==> config.mk <==
export PLATFORM = sky130hd
export DESIGN_NAME = multicycle_control_unit
export DESIGN_NICKNAME = d
export VERILOG_FILES = /design/src/rtl/multicycle_control_unit_pkg.sv /design/src/rtl/multicycle_control_unit_cond_eval.sv /design/src/rtl/multicycle_control_unit.sv
export SDC_FILE = /design/constraint.sdc
export NUM_CORES = 1
export LEC_CHECK = 0
export BUFFER_PORTS_ARGS = -buffer_cell sky130_fd_sc_hd__buf_2
export CORE_MARGIN = 8
export CORE_UTILIZATION = 25
export CTS_CLUSTER_SIZE = 8
export DETAILED_ROUTE_END_ITERATION = 10
export GPL_TIMING_DRIVEN = 0
export SLEW_MARGIN = 20
export SYNTH_ARGS = -nofsm -noshare
export SYNTH_HDL_FRONTEND = slang
export SYNTH_SLANG_ARGS = --single-unit
==> constraint.sdc <==
create_clock -name clk -period 1.9 [get_ports clk]
set_input_delay 0.57 -clock clk [delete_from_list [all_inputs] [get_ports clk]]
set_output_delay 0.57 -clock clk [all_outputs]
set_load 0.1 [all_outputs]
==> src/rtl/multicycle_control_unit_pkg.sv <==
// Shared definitions for the multicycle control unit.
// Holds the FSM state encoding, the opcode constants, and the select
// encodings for pc_src, alu_b_sel and rf_wd_sel, plus the bundle of
// strobes the output decoder produces each cycle.
package multicycle_control_unit_pkg;

    typedef logic [2:0] state_t;

    localparam logic [2:0] ST_FETCH  = 3'd0;
    localparam logic [2:0] ST_DECODE = 3'd1;
    localparam logic [2:0] ST_EXEC   = 3'd2;
    localparam logic [2:0] ST_MEM    = 3'd3;
    localparam logic [2:0] ST_WB     = 3'd4;

    localparam logic [3:0] OP_ADI = 4'b0000;
    localparam logic [3:0] OP_ADD = 4'b0001;
    localparam logic [3:0] OP_NDU = 4'b0010;
    localparam logic [3:0] OP_LHI = 4'b0011;
    localparam logic [3:0] OP_LW  = 4'b0100;
    localparam logic [3:0] OP_SW  = 4'b0101;
    localparam logic [3:0] OP_BEQ = 4'b1000;
    localparam logic [3:0] OP_JAL = 4'b1001;
    localparam logic [3:0] OP_JLR = 4'b1010;

    localparam logic [1:0] PC_SRC_INC = 2'b00;
    localparam logic [1:0] PC_SRC_IMM = 2'b01;
    localparam logic [1:0] PC_SRC_REG = 2'b10;

    localparam logic [1:0] B_SEL_REG  = 2'b00;
    localparam logic [1:0] B_SEL_IMM6 = 2'b01;
    localparam logic [1:0] B_SEL_ONE  = 2'b10;

    localparam logic [1:0] WD_ALU  = 2'b00;
    localparam logic [1:0] WD_MEM  = 2'b01;
    localparam logic [1:0] WD_PC   = 2'b10;
    localparam logic [1:0] WD_IMM9 = 2'b11;

    typedef struct packed {
        logic       ir_we;
        logic       pc_we;
        logic       rf_we;
        logic       mem_rd;
        logic       mem_wr;
        logic       flag_c_we;
        logic       flag_z_we;
        logic [1:0] pc_src;
        logic [1:0] alu_b_sel;
        logic [1:0] rf_wd_sel;
    } ctrl_t;

    function automatic logic is_mem_op(input logic [3:0] op);
        return (op == OP_LW) || (op == OP_SW);
    endfunction

endpackage

==> src/rtl/multicycle_control_unit_cond_eval.sv <==
// cond_eval: decides whether the latched instruction may commit its writes.
// ADD and NDU are conditional on cz: 00 always, 01 when Z is set,
// 10 when C is set. cz=11 is unconditional for ADD and a NOP for NDU.
// Every other opcode always executes.
// Ports:
//   i_opcode, i_cz      latched instruction fields
//   i_c_flag, i_z_flag  architectural flags
//   o_exec_en           1 = instruction may perform its writes
module cond_eval
    import multicycle_control_unit_pkg::*;
(
    input  logic [3:0] i_opcode,
    input  logic [1:0] i_cz,
    input  logic       i_c_flag,
    input  logic       i_z_flag,
    output logic       o_exec_en
);

    always_comb begin
        o_exec_en = 1'b1;
        if ((i_opcode == OP_ADD) || (i_opcode == OP_NDU)) begin
            case (i_cz)
                2'b01:   o_exec_en = i_z_flag;
                2'b10:   o_exec_en = i_c_flag;
                2'b11:   o_exec_en = (i_opcode == OP_ADD);
                default: o_exec_en = 1'b1;
            endcase
        end
    end

endmodule

==> src/rtl/multicycle_control_unit.sv <==
// multicycle_control_unit: FETCH/DECODE/EXEC/MEM/WB sequencer for a 16-bit
// multicycle datapath. Strobes are decoded from the state register, the
// latched opcode/cz and the condition bit registered in EXEC; only the
// memory handshake (mem_ready in FETCH) and the BEQ compare (alu_z) qualify
// them combinationally.
// Ports:
//   clk, rst (async, active-low)
//   instr[15:0]       instruction word from memory ([15:12] opcode, [1:0] cz)
//   mem_ready         memory access completes this cycle
//   c_flag, z_flag    flag register values
//   alu_z             ALU zero result (BEQ)
//   ir_we, pc_we, rf_we, mem_rd, mem_wr, flag_c_we, flag_z_we   strobes
//   pc_src, alu_opcode, alu_cz, alu_b_sel, rf_wd_sel             selects
//   mem_err           one-cycle pulse on memory wait timeout
//   state_o           current state (debug)
module multicycle_control_unit
    import multicycle_control_unit_pkg::*;
#(
    parameter int MEM_WAIT_MAX = 15
) (
    input  logic        clk,
    input  logic        rst,
    input  logic [15:0] instr,
    input  logic        mem_ready,
    input  logic        c_flag,
    input  logic        z_flag,
    input  logic        alu_z,
    output logic        ir_we,
    output logic        pc_we,
    output logic        rf_we,
    output logic        mem_rd,
    output logic        mem_wr,
    output logic        flag_c_we,
    output logic        flag_z_we,
    output logic [1:0]  pc_src,
    output logic [3:0]  alu_opcode,
    output logic [1:0]  alu_cz,
    output logic [1:0]  alu_b_sel,
    output logic [1:0]  rf_wd_sel,
    output logic        mem_err,
    output logic [2:0]  state_o
);

    localparam int WAIT_W = (MEM_WAIT_MAX < 1) ? 1 : $clog2(MEM_WAIT_MAX + 1);

    state_t            r_state;
    logic [3:0]        r_opcode;
    logic [1:0]        r_cz;
    logic              r_exec_en;
    logic              r_run;
    logic [WAIT_W-1:0] r_wait;
    logic              r_mem_err;

    state_t            w_next;
    logic              w_exec_en;
    logic              w_in_access;
    logic              w_wait_over;
    ctrl_t             w_ctrl;
    logic              w_unused_instr;

    // Operand/immediate fields are consumed by the datapath, not here.
    assign w_unused_instr = ^instr[11:2];

    cond_eval u_cond_eval (
        .i_opcode (r_opcode),
        .i_cz     (r_cz),
        .i_c_flag (c_flag),
        .i_z_flag (z_flag),
        .o_exec_en(w_exec_en)
    );

    assign w_in_access = (r_state == ST_FETCH) || (r_state == ST_MEM);
    // Fires on the first waiting cycle beyond MEM_WAIT_MAX.
    assign w_wait_over = w_in_access && !mem_ready &&
                         (r_wait == WAIT_W'(MEM_WAIT_MAX));

    always_comb begin
        w_next = r_state;
        case (r_state)
            ST_FETCH:  w_next = mem_ready ? ST_DECODE : ST_FETCH;
            ST_DECODE: w_next = ST_EXEC;
            ST_EXEC: begin
                if (is_mem_op(r_opcode))
                    w_next = ST_MEM;
                else if ((r_opcode == OP_ADI) || (r_opcode == OP_ADD))
                    w_next = ST_WB;
                else if (r_opcode == OP_NDU)
                    w_next = (r_cz == 2'b11) ? ST_FETCH : ST_WB;
                else
                    w_next = ST_FETCH;
            end
            ST_MEM: begin
                if (mem_ready)
                    w_next = (r_opcode == OP_LW) ? ST_WB : ST_FETCH;
                else if (w_wait_over)
                    w_next = ST_FETCH;
            end
            ST_WB:     w_next = ST_FETCH;
            default:   w_next = ST_FETCH;
        endcase
    end

    // r_run holds the FSM (and every strobe) idle for the first clock
    // after reset so nothing is driven until the block is clocked.
    always_ff @(posedge clk or negedge rst) begin
        if (!rst) begin
            r_state   <= ST_FETCH;
            r_opcode  <= OP_ADI;
            r_cz      <= 2'b00;
            r_exec_en <= 1'b0;
            r_run     <= 1'b0;
            r_wait    <= '0;
            r_mem_err <= 1'b0;
        end else if (!r_run) begin
            r_run     <= 1'b1;
            r_mem_err <= 1'b0;
        end else begin
            r_state   <= w_next;
            r_mem_err <= w_wait_over;
            if (w_in_access && !mem_ready && !w_wait_over)
                r_wait <= r_wait + WAIT_W'(1);
            else
                r_wait <= '0;
            if ((r_state == ST_FETCH) && mem_ready) begin
                r_opcode <= instr[15:12];
                r_cz     <= instr[1:0];
            end
            // Flags are sampled here so WB decides on EXEC-time values.
            if (r_state == ST_EXEC)
                r_exec_en <= w_exec_en;
        end
    end

    always_comb begin
        w_ctrl           = '0;
        w_ctrl.pc_src    = PC_SRC_INC;
        w_ctrl.alu_b_sel = B_SEL_REG;
        w_ctrl.rf_wd_sel = WD_ALU;
        if (r_run) begin
            case (r_state)
                ST_FETCH: begin
                    w_ctrl.mem_rd = 1'b1;
                    w_ctrl.ir_we  = mem_ready;
                    w_ctrl.pc_we  = mem_ready;
                end
                ST_EXEC: begin
                    case (r_opcode)
                        OP_ADI, OP_LW, OP_SW: w_ctrl.alu_b_sel = B_SEL_IMM6;
                        OP_LHI: begin
                            w_ctrl.rf_we     = 1'b1;
                            w_ctrl.rf_wd_sel = WD_IMM9;
                        end
                        OP_BEQ: begin
                            w_ctrl.pc_we  = alu_z;
                            w_ctrl.pc_src = PC_SRC_IMM;
                        end
                        OP_JAL, OP_JLR: begin
                            w_ctrl.rf_we     = 1'b1;
                            w_ctrl.rf_wd_sel = WD_PC;
                            w_ctrl.pc_we     = 1'b1;
                            w_ctrl.pc_src    = (r_opcode == OP_JAL) ? PC_SRC_IMM : PC_SRC_REG;
                        end
                        default: ;
                    endcase
                end
                ST_MEM: begin
                    // Keep the address operand stable while memory waits.
                    w_ctrl.alu_b_sel = B_SEL_IMM6;
                    w_ctrl.mem_rd    = (r_opcode == OP_LW);
                    w_ctrl.mem_wr    = (r_opcode == OP_SW);
                end
                ST_WB: begin
                    case (r_opcode)
                        OP_ADI, OP_ADD: begin
                            w_ctrl.alu_b_sel = (r_opcode == OP_ADI) ? B_SEL_IMM6 : B_SEL_REG;
                            w_ctrl.rf_we     = r_exec_en;
                            w_ctrl.flag_c_we = r_exec_en;
                            w_ctrl.flag_z_we = r_exec_en;
                        end
                        OP_NDU: begin
                            w_ctrl.rf_we     = r_exec_en;
                            w_ctrl.flag_z_we = r_exec_en;
                        end
                        OP_LW: begin
                            w_ctrl.rf_we     = r_exec_en;
                            w_ctrl.flag_z_we = r_exec_en;
                            w_ctrl.rf_wd_sel = WD_MEM;
                        end
                        default: ;
                    endcase
                end
                default: ;
            endcase
        end
    end

    assign ir_we      = w_ctrl.ir_we;
    assign pc_we      = w_ctrl.pc_we;
    assign rf_we      = w_ctrl.rf_we;
    assign mem_rd     = w_ctrl.mem_rd;
    assign mem_wr     = w_ctrl.mem_wr;
    assign flag_c_we  = w_ctrl.flag_c_we;
    assign flag_z_we  = w_ctrl.flag_z_we;
    assign pc_src     = w_ctrl.pc_src;
    assign alu_b_sel  = w_ctrl.alu_b_sel;
    assign rf_wd_sel  = w_ctrl.rf_wd_sel;
    assign alu_opcode = r_opcode;
    assign alu_cz     = r_cz;
    assign mem_err    = r_mem_err;
    assign state_o    = r_state;

endmodule

==> impl_metrics.env <==
export IMPL_cts_buffers=3
export IMPL_crit_arrival_ns=1.78
export IMPL_cellLeakagePower_nw=0.8244
export IMPL_syn2layout_area_growth_pct=81.79
export IMPL_m1WireLength_um=1515
export IMPL_clk_pin_slew_ns=0.06
export IMPL_max_freq_mhz=426.2
export IMPL_clkPwrFrac_pct=8.6
export IMPL_dr_wl_met2_um=1867
export IMPL_fillers=367
export IMPL_required_ns=1.33
export IMPL_finalCriticalPeriod_ns=2.346
export IMPL_cts_sinks=16
export IMPL_antenna_cells=0
export IMPL_wirelength_um=3586
export IMPL_hold_class="in -> async"
export IMPL_synthAdderAreaFrac_pct=2.115
export IMPL_ctsRootBufferMaster="clkbuf_8"
export IMPL_grt_overflow=0
export IMPL_place_ws_ns=-0.5613
export IMPL_crit_type="reg -> out"
export IMPL_wl_per_cell_um=16.08
export IMPL_rows=23
export IMPL_drive_above_1_share_pct=59.54
export IMPL_first_iter_violations=38
export IMPL_drcViolationCount=0
export IMPL_synth_compound_area_share_pct=16.80
export IMPL_muxShareOfSynthArea_pct=6.345
export IMPL_synth_area_leaders="dfrtp_1 38%, mux2_1 6.3%, o21ai_1 3.8%"
export IMPL_ctsHoldBuffers=0
export IMPL_synth_simple_area_share_pct=27.97
export IMPL_die_w_um=81.26
export IMPL_grt_pass1_wl_um=5464
export IMPL_final_common_cell="buf_2"
export IMPL_synth_xor_area_share_pct=1.645
export IMPL_power_mw=3.559
export IMPL_synth_cells=118
export IMPL_first_global_vias=1121
export IMPL_period_share_pct=123.5
export IMPL_tritoncts="done"
export IMPL_yosysSeqAreaShare_pct=37.60
export IMPL_fin_util_pct=47.70
export IMPL_core_sq_um=4058
export IMPL_critPathMaxFanout=10
export IMPL_initial_core_util_pct=26.24
export IMPL_clkLatencyLatePin_ns=0.25
export IMPL_internal_power_mw=1.554
export IMPL_synth_top_family_by_area="simple AND/OR/NAND/NOR gates"
export IMPL_grt_util_all_layers_pct=10.56
export IMPL_power_frac_comb_pct=72.2
export IMPL_dp_cells=201
export IMPL_finClkSkew_ns=0.002725
export IMPL_crit_path_end_kind="output pin"
export IMPL_viasPerCell=4.870
export IMPL_seq_area_sq_um=426.7
export IMPL_synth_seq_cells=16
export IMPL_fin_cells=223
export IMPL_finalSetupViolCount=12
export IMPL_run_status="finished with violations"
export IMPL_grt_max_degree=17
export IMPL_htreeDepth=1
export IMPL_grt_setup_unrepaired="yes"
export IMPL_switching_share_pct=56.33
export IMPL_antenna_found_initial=0
export IMPL_final_net_count=197
export IMPL_cap_violations=0
export IMPL_fin_setup_tns_ns=-4.424
export IMPL_die_area_sq_um=6603
export IMPL_synth_area_sq_um=1065
export IMPL_ioPinCount=45
export IMPL_multiInputGateArea_sq_um=788.3
export IMPL_cts_buffer_depth=2
export IMPL_seq_power_share_pct=19.2
export IMPL_power_switching_mw=2.005
export IMPL_routed_top_layer="met4"
export IMPL_hpwlAfterDp_um=2324
export IMPL_peakVddDrop_mv=1.091
export IMPL_die_h_um=81.26
export IMPL_synth_distinct_cells=43
export IMPL_dr_pass1_iters=5
export IMPL_dr_wl_met3_um=139
export IMPL_postRouteAntennaNets=0
export IMPL_final_max_slew_viol_count=0
export IMPL_gp_congestion=0.8516
export IMPL_hold_viol=0
export IMPL_yosys_warnings=0
export IMPL_yosysTopAreaCell="dfrtp_1"
export IMPL_power_density_nw_per_um2=1839
export IMPL_fin_ws_ns=-0.4464
export IMPL_portBuffers=33
export IMPL_syn_num_nets=141
export IMPL_final_cell_mix="19 x buf_2, 17 x buf_4, 11 x buf_12, 9 x dfrtp_1, 8 x buf_6"
export IMPL_violations="negative setup slack"
export IMPL_avgSynthCellArea_sq_um=9.023
export IMPL_yosysTopAreaCellShare_pct=37.60
export IMPL_routed_via_count=1086
export IMPL_critPathLaunchType="flop"
==> cells by family (layout without fill, tap and decap cells) <==
group / Yosys count / after routing
xor+xnor: 2 / 2
buf+inv: 14 / 69
fa+ha+maj: 2 / 2
simple gates: 50 / 50
other cells: 2 / 2
compound gates: 26 / 26
flops: 16 / 16
mux: 6 / 6
==> state kept, by name, indices dropped and copies added, names as in the netlist <==
signal / count
r_run: 1
r_wait: 4
alu_opcode: 4
mem_err: 1
state_o: 3
r_exec_en: 1
alu_cz: 2
==> stage by stage <==
step	hold WS, ns	instance area, sq um
floorplan	0.2744	1205
global placement	0.4895	1433
detailed placement	0.5144	1433
CTS	0.2334	1861
global route	0.2408	1936
finish	0.2209	1936
==> power by group through the flow <==
stage / Clock [mW] / Sequential (mW) / Combinational [mW]
2_1_floorplan: 0 / 1.27 / 1.05
3_3_place_gp: 0 / 0.617 / 2.00
3_5_place_dp: 0 / 0.625 / 2.02
4_1_cts: 0.318 / 0.673 / 2.44
5_1_grt: 0.333 / 0.710 / 2.67
6_report: 0.305 / 0.685 / 2.57
==> repair_timing <==
| action | 4_1_cts | 5_1_grt |
|---|---|---|
| gates cloned | 0 | 0 |
| setup buffers | 16 | 5 |
| setup endpoints to repair | 12 | 14 |
| pin swaps | 13 | 9 |
| resized for setup | 71 | 11 |
==> worst max-delay path, cell delays in order (launching register included) <==
cell     delay, ns
dfrtp_4       0.49
buf_6         0.16
maj3_2        0.32
nor3_4        0.22
or2_4         0.16
buf_12        0.16
==> worst paths after layout <==
check	startpoint	endpoint	slack [ns]	cells past startpoint
min reg2reg	r_wait[1]	r_wait[1]	0.54	2
min in group clk	instr[15]	alu_opcode[3]	0.53	2
min	rst	alu_opcode[1]	0.22	1
max reg2reg	state_o[2]	state_o[2]	0.09	7
max in group asynchronous	rst	state_o[0]	1.37	1
max	alu_opcode[0]	rf_we	-0.45	5
==> Yosys cell counts, drive strengths merged <==
| cell type | count |
|---|---|
| dfrtp | 16 |
| o21ai | 10 |
| nand2 | 8 |
| buf | 7 |
| nor2 | 7 |
| mux2 | 6 |
| inv | 5 |
| nand3 | 5 |
| nor3 | 5 |
| a21oi | 4 |
| nand2b | 4 |
| nor2b | 4 |
| and2 | 3 |
| nand4 | 3 |
| o41ai | 3 |
| or2 | 3 |
| a2111oi | 2 |
| a21boi | 2 |
| clkbuf | 2 |
| conb | 2 |
| nand3b | 2 |
| nor3b | 2 |
| o22ai | 2 |
| xor2 | 2 |
| a21o | 1 |
| and3 | 1 |
| and4 | 1 |
| ha | 1 |
| maj3 | 1 |
| nor4 | 1 |
| o2111ai | 1 |
| o31ai | 1 |
| or3b | 1 |
==> cell type report <==
| cell class | count | area share [%] |
|---|---|---|
| Buffer | 6 | 3.232 |
| Clock buffer | 4 | 2.844 |
| Inverter | 5 | 1.164 |
| Multi-Input combinational cell | 88 | 40.72 |
| Sequential cell | 16 | 22.04 |
| Tap cell | 50 | 3.232 |
| Timing Repair Buffer | 54 | 26.76 |
==> metal layers <==
metal | track usage [%] | vias up
li1 | - | 523
met1 | 12.01 | 528
met2 | 18.46 | 28
met3 | 2.097 | 7
met4 | 5.000 | 0
met5 | 0 | -
Power figures use the tool's default switching activity.
